==> config.mk <==
export PLATFORM = sky130hd
export DESIGN_NAME = pdm_level_meter
export DESIGN_NICKNAME = d
export VERILOG_FILES = /design/src/rtl/pdm_meter_pkg.sv /design/src/rtl/pdm_window_sum.sv /design/src/rtl/pdm_level_meter.sv
export SDC_FILE = /design/constraint.sdc
export NUM_CORES = 1
export LEC_CHECK = 0
export ABC_AREA = 0
export CAP_MARGIN = 20
export CORE_ASPECT_RATIO = 2
export CORE_MARGIN = 5
export CORE_UTILIZATION = 30
export CTS_BUF_LIST = sky130_fd_sc_hd__clkbuf_8
export CTS_CLUSTER_DIAMETER = 100
export DETAILED_ROUTE_END_ITERATION = 10
export PLACE_DENSITY = 0.47
export SKIP_CTS_REPAIR_TIMING = 1
export SLEW_MARGIN = 25
export SYNTH_ARGS = -nofsm -noshare
export SYNTH_HDL_FRONTEND = slang
export SYNTH_HIERARCHICAL = 1
export SYNTH_SLANG_ARGS = --single-unit
==> constraint.sdc <==
create_clock -name clk_i -period 13.45 [get_ports clk_i]
set_input_delay 2.0175 -clock clk_i [delete_from_list [all_inputs] [get_ports clk_i]]
set_output_delay 2.0175 -clock clk_i [all_outputs]
set_load 0.01 [all_outputs]
==> src/rtl/pdm_meter_pkg.sv <==
// Shared constants and width helpers for the PDM level meter and its window sum.
package pdm_meter_pkg;

  function automatic int mid_scale(input int win_log2);
    return 32'sd1 << (win_log2 - 32'sd1);
  endfunction

  function automatic int level_width(input int win_log2);
    return win_log2;
  endfunction

  function automatic int sum_width(input int win_log2);
    return win_log2 + 32'sd1;
  endfunction

  // Bits needed to hold 0..value-1, never fewer than one.
  function automatic int clog2(input int value);
    int bits;
    bits = 32'sd1;
    while ((32'sd1 << bits) < value) begin
      bits = bits + 32'sd1;
    end
    return bits;
  endfunction

endpackage

==> src/rtl/pdm_window_sum.sv <==
// Circular buffer of the last 2^WIN_LOG2 PDM bits with a running ones-count
// and a fill counter that saturates once the window is full.
module pdm_window_sum
  import pdm_meter_pkg::*;
#(
  parameter int WIN_LOG2 = 7
) (
  input  logic              clk,
  input  logic              rst,
  input  logic              clear,
  input  logic              valid,
  input  logic              data,
  output logic [WIN_LOG2:0] sum,
  output logic              fill_done,
  output logic              sum_strobe
);

  localparam int DEPTH = 32'sd1 << WIN_LOG2;
  localparam int SW = sum_width(WIN_LOG2);
  localparam logic [SW-1:0] FULL = SW'(DEPTH);

  logic [DEPTH-1:0]    window_r;
  logic [WIN_LOG2-1:0] ptr_r;
  logic [SW-1:0]       fill_r;
  logic [SW-1:0]       sum_r;
  logic                strobe_r;
  logic                oldest_s;

  assign oldest_s = window_r[ptr_r];

  // The bit leaving the window is read at the pointer before the new bit overwrites it.
  always_ff @(posedge clk or posedge rst) begin
    if (rst) begin
      window_r <= '0;
      ptr_r    <= '0;
      fill_r   <= '0;
      sum_r    <= '0;
      strobe_r <= 1'b0;
    end else if (clear) begin
      window_r <= '0;
      ptr_r    <= '0;
      fill_r   <= '0;
      sum_r    <= '0;
      strobe_r <= 1'b0;
    end else begin
      strobe_r <= valid;
      if (valid) begin
        window_r[ptr_r] <= data;
        ptr_r           <= ptr_r + WIN_LOG2'(1);
        sum_r           <= sum_r + SW'(data) - SW'(oldest_s);
        if (fill_r != FULL) begin
          fill_r <= fill_r + SW'(1);
        end
      end
    end
  end

  assign sum        = sum_r;
  assign fill_done  = (fill_r == FULL);
  assign sum_strobe = strobe_r;

endmodule

==> src/rtl/pdm_level_meter.sv <==
// PDM amplitude meter: deviation from mid-scale, LED thermometer bar,
// peak-hold with timed decay and a sticky clip flag.
module pdm_level_meter
  import pdm_meter_pkg::*;
#(
  parameter int WIN_LOG2   = 7,
  parameter int NUM_LEDS   = 16,
  parameter int BAR_SHIFT  = 2,
  parameter int PEAK_HOLD  = 4096,
  parameter int PEAK_DECAY = 256
) (
  input  logic                clk_i,
  input  logic                rst_i,
  input  logic                pdm_valid_i,
  input  logic                pdm_data_i,
  input  logic                clear_i,
  output logic [WIN_LOG2-1:0] level_o,
  output logic                level_valid_o,
  output logic [NUM_LEDS-1:0] bar_o,
  output logic [WIN_LOG2-1:0] peak_o,
  output logic                clip_o
);

  localparam int LW = level_width(WIN_LOG2);
  localparam int SW = sum_width(WIN_LOG2);
  localparam int HW = clog2(PEAK_HOLD + 32'sd1);
  localparam int DW = clog2(PEAK_DECAY);
  localparam logic [SW-1:0] MID_SUM    = SW'(mid_scale(WIN_LOG2));
  localparam logic [HW-1:0] HOLD_INIT  = HW'(PEAK_HOLD);
  localparam logic [DW-1:0] DECAY_LAST = DW'(PEAK_DECAY - 32'sd1);

  logic [SW-1:0]       sum_s;
  logic                fill_done_s;
  logic                sum_strobe_s;
  logic [SW-1:0]       dev_s;
  logic [LW-1:0]       level_next_s;
  logic [LW-1:0]       shifted_s;
  logic [NUM_LEDS-1:0] bar_next_s;
  logic                clip_hit_s;

  logic [LW-1:0]       level_r;
  logic                level_valid_r;
  logic [NUM_LEDS-1:0] bar_r;
  logic                clip_r;
  logic                level_strobe_r;
  logic [LW-1:0]       peak_r;
  logic [HW-1:0]       hold_r;
  logic [DW-1:0]       decay_r;

  pdm_window_sum #(
    .WIN_LOG2 (WIN_LOG2)
  ) u_window (
    .clk        (clk_i),
    .rst        (rst_i),
    .clear      (clear_i),
    .valid      (pdm_valid_i),
    .data       (pdm_data_i),
    .sum        (sum_s),
    .fill_done  (fill_done_s),
    .sum_strobe (sum_strobe_s)
  );

  // Absolute distance of the ones-count from mid-scale.
  always_comb begin
    dev_s = '0;
    if (sum_s >= MID_SUM) begin
      dev_s = sum_s - MID_SUM;
    end else begin
      dev_s = MID_SUM - sum_s;
    end
  end

  // Until the window is full the level is meaningless, so it reads as silence.
  assign level_next_s = fill_done_s ? dev_s[LW-1:0] : '0;
  assign clip_hit_s   = fill_done_s && (dev_s == MID_SUM);
  assign shifted_s    = level_next_s >> BAR_SHIFT;

  // Thermometer code; levels beyond the bar simply light every LED.
  always_comb begin
    bar_next_s = '0;
    for (int i = 0; i < NUM_LEDS; i++) begin
      bar_next_s[i] = (32'(shifted_s) > 32'(i));
    end
  end

  // Level, bar, valid and clip stage, one cycle behind the running sum.
  always_ff @(posedge clk_i or posedge rst_i) begin
    if (rst_i) begin
      level_r        <= '0;
      level_valid_r  <= 1'b0;
      bar_r          <= '0;
      clip_r         <= 1'b0;
      level_strobe_r <= 1'b0;
    end else if (clear_i) begin
      level_r        <= '0;
      level_valid_r  <= 1'b0;
      bar_r          <= '0;
      clip_r         <= 1'b0;
      level_strobe_r <= 1'b0;
    end else begin
      level_strobe_r <= sum_strobe_s;
      if (sum_strobe_s) begin
        level_r       <= level_next_s;
        level_valid_r <= fill_done_s;
        bar_r         <= bar_next_s;
        clip_r        <= clip_r | clip_hit_s;
      end
    end
  end

  // Peak-hold: a new maximum restarts the hold; afterwards the peak sinks one
  // LSB per decay period but is never allowed below the present level.
  always_ff @(posedge clk_i or posedge rst_i) begin
    if (rst_i) begin
      peak_r  <= '0;
      hold_r  <= '0;
      decay_r <= '0;
    end else if (clear_i) begin
      peak_r  <= '0;
      hold_r  <= '0;
      decay_r <= '0;
    end else if (level_strobe_r) begin
      if (level_r > peak_r) begin
        peak_r <= level_r;
        hold_r <= HOLD_INIT;
      end else if (hold_r != '0) begin
        hold_r  <= hold_r - HW'(1);
        decay_r <= '0;
      end else if (decay_r == DECAY_LAST) begin
        decay_r <= '0;
        peak_r  <= (peak_r > level_r) ? (peak_r - LW'(1)) : level_r;
      end else begin
        decay_r <= decay_r + DW'(1);
      end
    end
  end

  assign level_o       = level_r;
  assign level_valid_o = level_valid_r;
  assign bar_o         = bar_r;
  assign clip_o        = clip_r;
  assign peak_o        = peak_r;

endmodule

==> flow_summary.yaml <==
clock_tree:
  clock_latency_ns: 0.56
  clock_sinks: 206
  cts_buffers: 35
  cts_tree: "done"
  htreeDepth: 2
  root_buffer: "clkbuf_8"
  cts.clk_slew.worst_paths_ns: 0.06
  cts.path.max_buffers: 3
sta:
  clock_skew_ns: 0.0429
  slew_headroom_pct: 29.7
  finalMaxSlewViolations: 0
  rsz0062_at_grt: "no"
  max_freq_mhz: 211
  post-route-min-period_ns: 4.75
  setup_viol: 0
  hold_viol_final: 0
  finalCritPeriodShare_pct: 35.3
  tns_ns: 0
  worst_slew_pin_slew_ns: 1.05
synthesis:
  synth-compound-area-share_pct: 19.6
  synth_top_cells_by_count: "206 x dfrtp_1, 171 x a21oi_1, 161 x nand3_1, 130 x o21ai_0, 71 x nand2_1"
  yosysTopAreaCell: "dfrtp_1"
  synth_top_family_by_area: "compound AO/OA/AOI/OAI gates"
  ys.flop_type: "dfrtp_1"
  yosysSeqAreaShare_pct: 43.8
  synth-adder-area-share_pct: 2.62
  yosysMostFrequentCell: "dfrtp_1"
  synthArstFlopShare_pct: 100
  ys_ff_latch: 206
  syn_nets: 1307
  syn-cell-area_mm2: 0.0118
  synth_edf_count: 0
  synthXorXnorAreaFrac_pct: 1.40
  yosysWarnings: 6
  synth_area_leaders: "dfrtp_1 44%, a21oi_1 7.3%, nand3_1 6.9%"
  netlist.area_leader.share_pct: 43.8
  syn_avg_cell_area_um2: 9.20
  synthSimpleGateAreaFrac_pct: 19.3
  synthMuxAreaShare_pct: 8.38
  ys_types: 90
  synthCells: 1278
cells_and_area:
  regArea_mm2: 0.00516
  multi_input_area_mm2: 0.00605
  final_nets: 1310
  drive_above_1_share_pct: 9.30
  nFillCells: 4075
  syn_to_final_growth_pct: 12.3
  fin_area_mm2: 0.0132
drt:
  vias: 10200
  vias_per_cell: 5.58
  drc_errors: 0
  drtAntennaViolNets: 0
  drt_iter0_drc: 549
  drt-total-wl_mm: 39.7
  firstDrtPassIters: 6
  wl_per_cell_um: 21.8
global_routing:
  track_usage_pct: 18.1
  grt_pass1_vias: 10300
  grt_max_degree: 98
  antenna_found_initial: 1
  grt_pass1_wl_mm: 61.6
  globalRouteOverflowTotal: 0
worst_hold_path:
  min-delay-start: "bar_o[7]"
  hold_path_end: "bar_o[7]"
  hold_depth: 2
  hold_class: "reg2reg"
floorplanning:
  initial_utilization_pct: 30.3
  die_y_um: 290
  fp.dieW_um: 150
  ioPinCount: 37
  dieArea_mm2: 0.0435
  rows: 102
  core_area_mm2: 0.0388
setup_path:
  cp_slowest_cell: "buf_4"
  reg2reg_slack_ns: 8.70
  cp_top_family: "compound AO/OA/AOI/OAI gates"
  crit_chain: "buf_4, mux4_2, a22oi_1, nand4_1, a21oi_1, mux2i_1, ha_1, inv_1, ha_1, fa_1, a21o_1, a21oi_1, o21bai_1, a21oi_1, mux2i_1, a21o_1"
  reg2reg_depth: 16
  crit_path_frequent_cell: "a21oi_1"
  crit_path_start_kind: "register"
  cp_max_fo: 51
  critPathBufInv: 2
  worst_ep_arrival_time_ns: 5.23
  worstSetupEndpointType: "register"
  cp_slowest_stage_delay_ns: 0.73
  worstReg2RegEnd: "u_window/sum[6]"
  reg2reg_from: "u_window/ptr_r[0]"
  cp_data_required_time_ns: 13.93
  worstSetupPathType: "reg2reg"
placed_design:
  dp_hpwl_mm: 25.8
  gp_congestion: 0.871
  place.port_buffers: 36
  placed_area_mm2: 0.0125
run:
  cap_violations: 0
power_and_ir_drop:
  irDropWorstVdd_mv: 0.0549
  powerDensity_mw_per_mm2: 121
  leakagePower_nw: 5.21
  power_mw: 1.59
outcome:
  outcome: "finished, final reports clean"
sequential cells by signal (all words and copies together), names as in the netlist, 7 cells and up:
name	count
u_window/window_r	128
bar_o	16
hold_r	13
decay_r	8
u_window/fill_r	8
u_window/sum	8
level_o	7
peak_o	7
u_window/ptr_r	7
final cells by class:
class / instances / share of cell area [%]
diodes: 1 / 0.0190
clock buffers: 42 / 4.38
clock inverters: 15 / 0.891
inverters: 41 / 1.20
multi-input cells: 947 / 45.8
flip-flops and latches: 206 / 39.1
well taps: 520 / 4.93
repair buffers: 50 / 3.70
stage by stage:
step	hold WS (ns)	utilization (%)	std cells	setup slack, ns
2_1_floorplan	0.442	-	1278	7.34
3_3_place_gp	0.466	32.1	1763	8.77
3_5_place_dp	0.471	32.2	1763	8.77
4_1_cts	0.485	33.9	1820	8.76
5_1_grt	0.497	34.0	1822	8.52
6_report	0.476	34.0	1822	8.70
layout by cell type (no fill, tap or decap), types with 9 or more instances in the layout:
master             n
nand3_1          160
nor2_1            67
clkbuf_8          42
a21oi_1          171
mux2i_1           55
a211oi_1          10
mux4_2             9
ha_1              23
nand4_1           16
a22oi_1           14
dfrtp_1          205
nor2b_1           11
buf_4             13
clkdlybuf4s50_1   34
nand2_1           71
o21ai_0          130
nor3_1             9
inv_1             45
nand2b_1          15
o21ai_1           24
xor2_1             9
layer usage:
metal | share of wire, % | track usage [%]
met5 | 0 | 0
met4 | 6.4 | 10.5
met2 | 55 | 34.1
met1 | 35 | 18.4
met3 | 3.7 | 2.48
cells by family (layout without fill, tap and decap cells):
| kind of cell | Yosys count | in the layout |
|---|---|---|
| multiplexers | 74 | 74 |
| flip-flops | 206 | 206 |
| other | 0 | 1 |
| AND/OR/NAND/NOR | 424 | 424 |
| AO/OA/AOI/OAI | 407 | 407 |
| XOR/XNOR | 18 | 18 |
| adder cells (fa/ha/maj) | 24 | 24 |
| buffers and inverters | 125 | 148 |
worst max-delay path by stage:
| stage | depth (start not counted) | from | endpoint | slack (ns) |
|---|---|---|---|---|
| global route | 16 | u_window/ptr_r[0] | u_window/sum[6] | 8.52 |
| detailed placement | 16 | u_window/ptr_r[0] | u_window/sum[6] | 8.77 |
| floorplan | 1 | rst_i | u_window/fill_r[0] | 7.34 |
| finish | 16 | u_window/ptr_r[0] | u_window/sum[6] | 8.70 |
| global placement | 16 | u_window/ptr_r[0] | u_window/sum[6] | 8.77 |
| CTS | 16 | u_window/ptr_r[0] | u_window/sum[6] | 8.76 |
worst reg2reg max path, cell delays in order, from the launching register on:
cell and delay, ns:
dfrtp_2 0.44, buf_4 0.73, mux4_2 0.69, a22oi_1 0.47, nand4_1 0.17, a21oi_1 0.17
mux2i_1 0.10, ha_1 0.30, inv_1 0.04, ha_1 0.20, fa_1 0.41, a21o_1 0.18
a21oi_1 0.24, o21bai_1 0.09, a21oi_1 0.17, mux2i_1 0.20, a21o_1 0.10
power breakdown:
group	internal (mW)	switching, mW
clock	0.320	0.270
sequential	0.635	0.0326
combinational	0.122	0.212
total	1.08	0.515
(Power assumes the default switching activity.)
